[src/rtl/processing_element_pkg.sv]
// Shared defaults, command-bit indices and peConfig field layout for the processing element.
package processing_element_pkg;

  localparam int DEPTH_DEFAULT = 4;
  localparam int A_DEFAULT     = 7;
  localparam int W_DEFAULT     = 16;

  localparam int CTRL_STALL     = 0;
  localparam int CTRL_N_WE      = 1;
  localparam int CTRL_K_WE      = 2;
  localparam int CTRL_START     = 3;
  localparam int CTRL_BYPASS    = 4;
  localparam int CTRL_ADD_EN    = 5;
  localparam int CTRL_OUT_LATCH = 6;

  // peConfig is {nBase, kBase, len, frac} with frac in the least significant bits.
  localparam int CFG_FRAC_LSB = 0;

  function automatic int cfg_len_lsb(input int a);
    return a;
  endfunction

  function automatic int cfg_kbase_lsb(input int a);
    return 2 * a;
  endfunction

  function automatic int cfg_nbase_lsb(input int depth, input int a);
    return 2 * a + depth;
  endfunction

  typedef enum logic {
    MAC_IDLE = 1'b0,
    MAC_BUSY = 1'b1
  } mac_state_e;

  typedef struct packed {
    logic stall;
    logic n_we;
    logic k_we;
    logic start;
    logic bypass;
    logic add_en;
    logic out_latch;
  } ctrl_t;

endpackage

[src/rtl/processing_element_local_buffer.sv]
// D x W local operand store: synchronous write and clear, combinational read of the stored value.
module pe_local_buffer #(
  parameter int depth = 4,
  parameter int W     = 16
) (
  input  logic             clk,
  input  logic             rst,
  input  logic             we,
  input  logic [depth-1:0] waddr,
  input  logic [W-1:0]     wdata,
  input  logic [depth-1:0] raddr,
  output logic [W-1:0]     rdata
);

  localparam int D = 1 << depth;

  logic [W-1:0] mem_q [D];
  logic [W-1:0] mem_d [D];

  always_comb begin
    mem_d = mem_q;
    if (we) begin
      mem_d[waddr] = wdata;
    end
  end

  always_ff @(posedge clk) begin
    if (rst) begin
      mem_q <= '{default: '0};
    end else begin
      mem_q <= mem_d;
    end
  end

  // Reads see the registered contents, so a same-cycle write returns the old value.
  assign rdata = mem_q[raddr];

endmodule

[src/rtl/processing_element.sv]
// Systolic processing element: local neuron/kernel buffers, a multiply-accumulate walk over them,
// and a shifted, chained, saturated result registered onto adderOut.
module processing_element
  import processing_element_pkg::*;
#(
  parameter int depth = DEPTH_DEFAULT,
  parameter int A     = A_DEFAULT,
  parameter int W     = W_DEFAULT
) (
  input  logic                      CLK,
  input  logic                      RST,
  input  logic signed [W-1:0]       adderIn,
  input  logic [7:0]                controlSignal,
  input  logic [depth-1:0]          initSettings,
  input  logic [2*depth+2*A-1:0]    peConfig,
  input  logic signed [W-1:0]       kernelIn,
  input  logic signed [W-1:0]       neuronIn,
  output logic signed [W-1:0]       adderOut
);

  localparam int AW = 2 * W + A;
  localparam logic signed [AW:0] SAT_MAX = {{(AW + 1 - W){1'b0}}, 1'b0, {(W - 1){1'b1}}};
  localparam logic signed [AW:0] SAT_MIN = {{(AW + 1 - W){1'b1}}, 1'b1, {(W - 1){1'b0}}};

  ctrl_t                   ctrl;
  logic                    unused_reserved;
  logic [depth-1:0]        cfg_n_base, cfg_k_base;
  logic [A-1:0]            cfg_len, cfg_frac;

  mac_state_e              state_q, state_d;
  logic [depth-1:0]        n_ptr_q, n_ptr_d, k_ptr_q, k_ptr_d;
  logic [A-1:0]            cnt_q, cnt_d;
  logic signed [AW-1:0]    acc_q, acc_d;
  logic signed [W-1:0]     adder_out_q, adder_out_d;

  logic                    nb_we, kb_we;
  logic signed [W-1:0]     n_rd, k_rd;
  logic signed [2*W-1:0]   prod;
  logic [A-1:0]            shift_amt;
  logic signed [AW-1:0]    shifted;
  logic signed [AW:0]      sum;
  logic signed [W-1:0]     res;

  assign unused_reserved = controlSignal[7];
  assign cfg_frac   = peConfig[CFG_FRAC_LSB +: A];
  assign cfg_len    = peConfig[cfg_len_lsb(A) +: A];
  assign cfg_k_base = peConfig[cfg_kbase_lsb(A) +: depth];
  assign cfg_n_base = peConfig[cfg_nbase_lsb(depth, A) +: depth];

  always_comb begin
    ctrl.stall     = controlSignal[CTRL_STALL];
    ctrl.n_we      = controlSignal[CTRL_N_WE];
    ctrl.k_we      = controlSignal[CTRL_K_WE];
    ctrl.start     = controlSignal[CTRL_START];
    ctrl.bypass    = controlSignal[CTRL_BYPASS];
    ctrl.add_en    = controlSignal[CTRL_ADD_EN];
    ctrl.out_latch = controlSignal[CTRL_OUT_LATCH];
  end

  assign nb_we = ctrl.n_we & ~ctrl.stall;
  assign kb_we = ctrl.k_we & ~ctrl.stall;

  pe_local_buffer #(.depth(depth), .W(W)) u_nb (
    .clk(CLK), .rst(RST), .we(nb_we), .waddr(initSettings), .wdata(neuronIn),
    .raddr(n_ptr_q), .rdata(n_rd)
  );

  pe_local_buffer #(.depth(depth), .W(W)) u_kb (
    .clk(CLK), .rst(RST), .we(kb_we), .waddr(initSettings), .wdata(kernelIn),
    .raddr(k_ptr_q), .rdata(k_rd)
  );

  // Result path: clamp the shift so huge frac values still leave the sign replicated.
  always_comb begin
    prod = $signed({{W{n_rd[W-1]}}, n_rd}) * $signed({{W{k_rd[W-1]}}, k_rd});
    if (int'(cfg_frac) > AW - 1) begin
      shift_amt = A'(AW - 1);
    end else begin
      shift_amt = cfg_frac;
    end
    shifted = acc_q >>> shift_amt;
    sum = {shifted[AW-1], shifted} + (ctrl.add_en ? {{(AW + 1 - W){adderIn[W-1]}}, adderIn} : '0);
    if (sum > SAT_MAX) begin
      res = SAT_MAX[W-1:0];
    end else if (sum < SAT_MIN) begin
      res = SAT_MIN[W-1:0];
    end else begin
      res = sum[W-1:0];
    end
  end

  always_comb begin
    state_d     = state_q;
    n_ptr_d     = n_ptr_q;
    k_ptr_d     = k_ptr_q;
    cnt_d       = cnt_q;
    acc_d       = acc_q;
    adder_out_d = adder_out_q;
    if (!ctrl.stall) begin
      if (ctrl.start) begin
        n_ptr_d = cfg_n_base;
        k_ptr_d = cfg_k_base;
        cnt_d   = cfg_len;
        acc_d   = '0;
        state_d = (cfg_len != '0) ? MAC_BUSY : MAC_IDLE;
      end else if (state_q == MAC_BUSY) begin
        acc_d   = acc_q + $signed({{(AW - 2 * W){prod[2*W-1]}}, prod});
        n_ptr_d = n_ptr_q + depth'(1);
        k_ptr_d = k_ptr_q + depth'(1);
        cnt_d   = cnt_q - A'(1);
        if (cnt_q == A'(1)) begin
          state_d = MAC_IDLE;
        end
      end
      if (ctrl.bypass) begin
        adder_out_d = adderIn;
      end else if (ctrl.out_latch && state_q == MAC_IDLE) begin
        adder_out_d = res;
      end
    end
  end

  always_ff @(posedge CLK) begin
    if (RST) begin
      state_q     <= MAC_IDLE;
      n_ptr_q     <= '0;
      k_ptr_q     <= '0;
      cnt_q       <= '0;
      acc_q       <= '0;
      adder_out_q <= '0;
    end else begin
      state_q     <= state_d;
      n_ptr_q     <= n_ptr_d;
      k_ptr_q     <= k_ptr_d;
      cnt_q       <= cnt_d;
      acc_q       <= acc_d;
      adder_out_q <= adder_out_d;
    end
  end

  assign adderOut = adder_out_q;

endmodule

[config.mk]
export PLATFORM = sky130hd
export DESIGN_NAME = processing_element
export DESIGN_NICKNAME = d
export VERILOG_FILES = /design/src/rtl/processing_element_pkg.sv /design/src/rtl/processing_element_local_buffer.sv /design/src/rtl/processing_element.sv
export SDC_FILE = /design/constraint.sdc
export NUM_CORES = 2
export LEC_CHECK = 0
export CAP_MARGIN = 20
export CORE_MARGIN = 5
export CORE_UTILIZATION = 45
export CTS_CLUSTER_DIAMETER = 40
export CTS_CLUSTER_SIZE = 25
export DETAILED_ROUTE_END_ITERATION = 8
export PLACE_DENSITY_LB_ADDON = 0.25
export SYNTH_ARGS = -nofsm -noshare
export SYNTH_HDL_FRONTEND = slang
export SYNTH_SLANG_ARGS = --single-unit
export TNS_END_PERCENT = 30
[constraint.sdc]
create_clock -name CLK -period 10.3 [get_ports CLK]
set_input_delay 2.06 -clock CLK [delete_from_list [all_inputs] [get_ports CLK]]
set_output_delay 2.06 -clock CLK [all_outputs]
set_load 0.02 [all_outputs]
==> results_dict.tcl <==
set metrics [dict create \
    status "finished clean" \
    htree_levels 3 \
    num_rows 111 \
    min-delay-start "u_nb.mem_q[137]" \
    skew_ns 0.0301 \
    grt_max_degree 219 \
    dieArea_sq_um 98600 \
    r2r_end "acc_q[38]" \
    fin_ws_ns 1.16 \
    synth_top_family_by_area "adder cells" \
    ys_ff_latch 583 \
    drtPass1Iterations 6 \
    layout-drive-gt1-share 0.0882 \
    die_h_microns 314 \
    synth-edff-count 0 \
    grt_setup_unrepaired "no" \
    cts_tree "done" \
    antenna_found_initial 1 \
    use_met2 0.406 \
    p_per_area_nw_per_um2 125 \
    busiest_layer "met2" \
    synth_cell_types 83 \
    synth-xor-area-share 0.0124 \
    gr-usage-met3 0.0359 \
    cts.root.buffer_cell "clkbuf_16" \
    clk_pin_slew_ns 0.06 \
    cts_buffers 80 \
    clk_latency_ns 0.64 \
    mostFrequentLayoutCells "nand2_1, a21oi_1, dfxtp_1" \
    place_inst 6017 \
    seq_area_frac_synth 0.281 \
    cp.required_ns 10.82 \
    vias 34700 \
    cp.buffers_inverters 6 \
    layout_commonest_cell "nand2_1" \
    clock_sinks 583 \
    slowest_stage "mux4_2" \
    post_cts_buffers 0 \
    whs_path_depth 2 \
    ant_nets 0 \
    rr_startpoint "n_ptr_q[0]" \
    synth.net_count 5568 \
    maxSlewViolCount 0 \
    start_util 0.454 \
    crit_fanout 19 \
    synthMuxAreaShare 0.114 \
    crit_start "n_ptr_q[0]" \
    gp_congestion 0.946 \
    grt_pass1_wl_mm 191 \
    hpwl_mm 85.2 \
    reg2regPathDepth 27 \
    hold_viol_final 0 \
    synthArstFlopShare 0 \
    place_ws_ns 0.626 \
    synth_compound_area_frac 0.143 \
    wl_mm 120 \
    crit_path_frequent_cell "inv_1" \
    layout.cells.non_filler 6168 \
    startpoint_type "register" \
    drv_cap 0 \
    drc 0 \
    synth_area_sq_um 41600 \
    nets 5480 \
    synthSimpleGateAreaFrac 0.181 \
    ctsResizeCount 0 \
    fill_cells 8700 \
    cp.arrival_ns 9.66 \
    fp.dieW_microns 314 \
    cts.path.max_buffers 3 \
    period_share 0.887 \
    via_per_inst 5.63 \
    drt_iter0_markers 2827 \
    postSynthAreaPerCell_sq_um 8.32 \
    synth_ff_type "dfxtp_1" \
    io_pins 100 \
    worstHoldEndpoint "u_nb.mem_q[137]" \
    gr-usage-met1 0.322 \
    finalCriticalPeriod_ns 9.14 \
    worstHoldPathType "register to register" \
    grt_pass1_vias 34200 \
    rrSetupSlack_ns 1.16 \
    cp_slowest_stage_delay_ns 0.70 \
    area_growth_pct 11.4 \
    portBuffers 98 \
    fmax_ghz 0.109 \
    relSlewSlack 0.265 \
    cts_hold_buffers 0 \
    track_usage 0.240 \
    worst_ir_drop_vdd_uv 147 \
    wl_per_cell_microns 19.5 \
    grt.overflow.total 0 \
    syn_inst 5001 \
    synthAdderAreaFrac 0.204 \
    leakage_nw 18.0 \
    yosys_warnings 0 \
    worstMarginPinSlew_ns 1.10 \
    fin_tns_setup_ns 0 \
    setup_viol 0 \
    cp-end-kind "register" \
    cp_top_family "adder cells" \
    core-area_sq_um 91700 \
    crit_type "register to register" \
]
through the flow:
stage                     power [mW]  hold WS (ns)  area, sq um  utilization
after detailed placement        2.96         0.443        43500        0.475
after global placement          2.95         0.438        43500        0.475
after floorplan                 2.76         0.433        41600            -
after CTS                       5.81         0.451        46400        0.506
after global routing            5.99         0.465        46400        0.506
final                           5.78         0.450        46400        0.506
final cells by class:
type / instances / area, sq um / area share
flip-flops and latches: 583 / 11700 / 0.252
well taps: 1186 / 1480 / 0.0320
inverters: 378 / 1420 / 0.0306
clock buffers: 100 / 2190 / 0.0472
multi-input cells: 3697 / 27400 / 0.590
repair buffers: 173 / 1580 / 0.0341
diodes: 2 / 5.00 / 0.000108
clock inverters: 49 / 621 / 0.0134
where the power goes:
group	total (mW)	leakage (nW)	internal (mW)	switching, mW
clock	2.86	1.35	1.72	1.14
sequential	2.32	4.71	2.28	0.0368
combinational	0.599	11.9	0.215	0.383
worst reg2reg max path, delay by kind of cell (launching register included):
kind	cells	cell delay [ns]
buffers and inverters	6	0.91
xor gates and xnor gates	1	0.10
AOI/OAI and AO/OA	9	2.73
adders and majority gates	7	3.02
muxes	2	1.29
DFF	1	0.62
and+or+nand+nor	2	0.36
flip-flops by register name, summed over array words and instances, names as in the netlist:
name / count
u_kb.mem_q: 256
adderOut: 16
acc_q: 39
n_ptr_q: 4
state_q: 1
u_nb.mem_q: 256
k_ptr_q: 4
cnt_q: 7
cells in the mapped netlist, drive strengths merged, types with 24 or more instances:
cell    instances  area, sq um
mux2i         130         1300
o211ai         28          210
xnor2          37          324
a22oi          34          255
dfxtp         583        11700
clkbuf        281         1050
and2           34          213
fa            327         6550
a21oi         639         3220
inv           378         1420
mux4          140         3150
nor3           40          200
ha            156         1950
buf            62          268
o21ai          94          470
mux2           24          270
a211oi         28          210
a21o           51          383
nand2        1321         4960
nor2          261          980
o21a           28          210
nand2b         32          200
nand3          49          250
how the worst max path moves through the flow:
stage / to / slack [ns] / depth (start not counted)
2_1_floorplan: acc_q[38] / 1.23 / 30
3_3_place_gp: adderOut[7] / 0.80 / 25
3_5_place_dp: adderOut[7] / 0.63 / 25
4_1_cts: acc_q[38] / 1.10 / 27
5_1_grt: adderOut[9] / 0.72 / 25
6_report: acc_q[38] / 1.16 / 27
per-layer routing:
layer  vias up  wire length, microns
li1      16500                     -
met3       234                  7860
met1     16800                 51600
met2      1123                 57500
met4         2                  3140
met5         -                     7
cells by family after synthesis:
kind of cell             count (synthesis)
AND/OR/NAND/NOR                       1844
AO/OA/AOI/OAI                         1017
buffers and inverters                  721
flip-flops                             583
adder cells (fa/ha/maj)                483
multiplexers                           294
XOR/XNOR                                59
(Power assumes the default switching activity.)
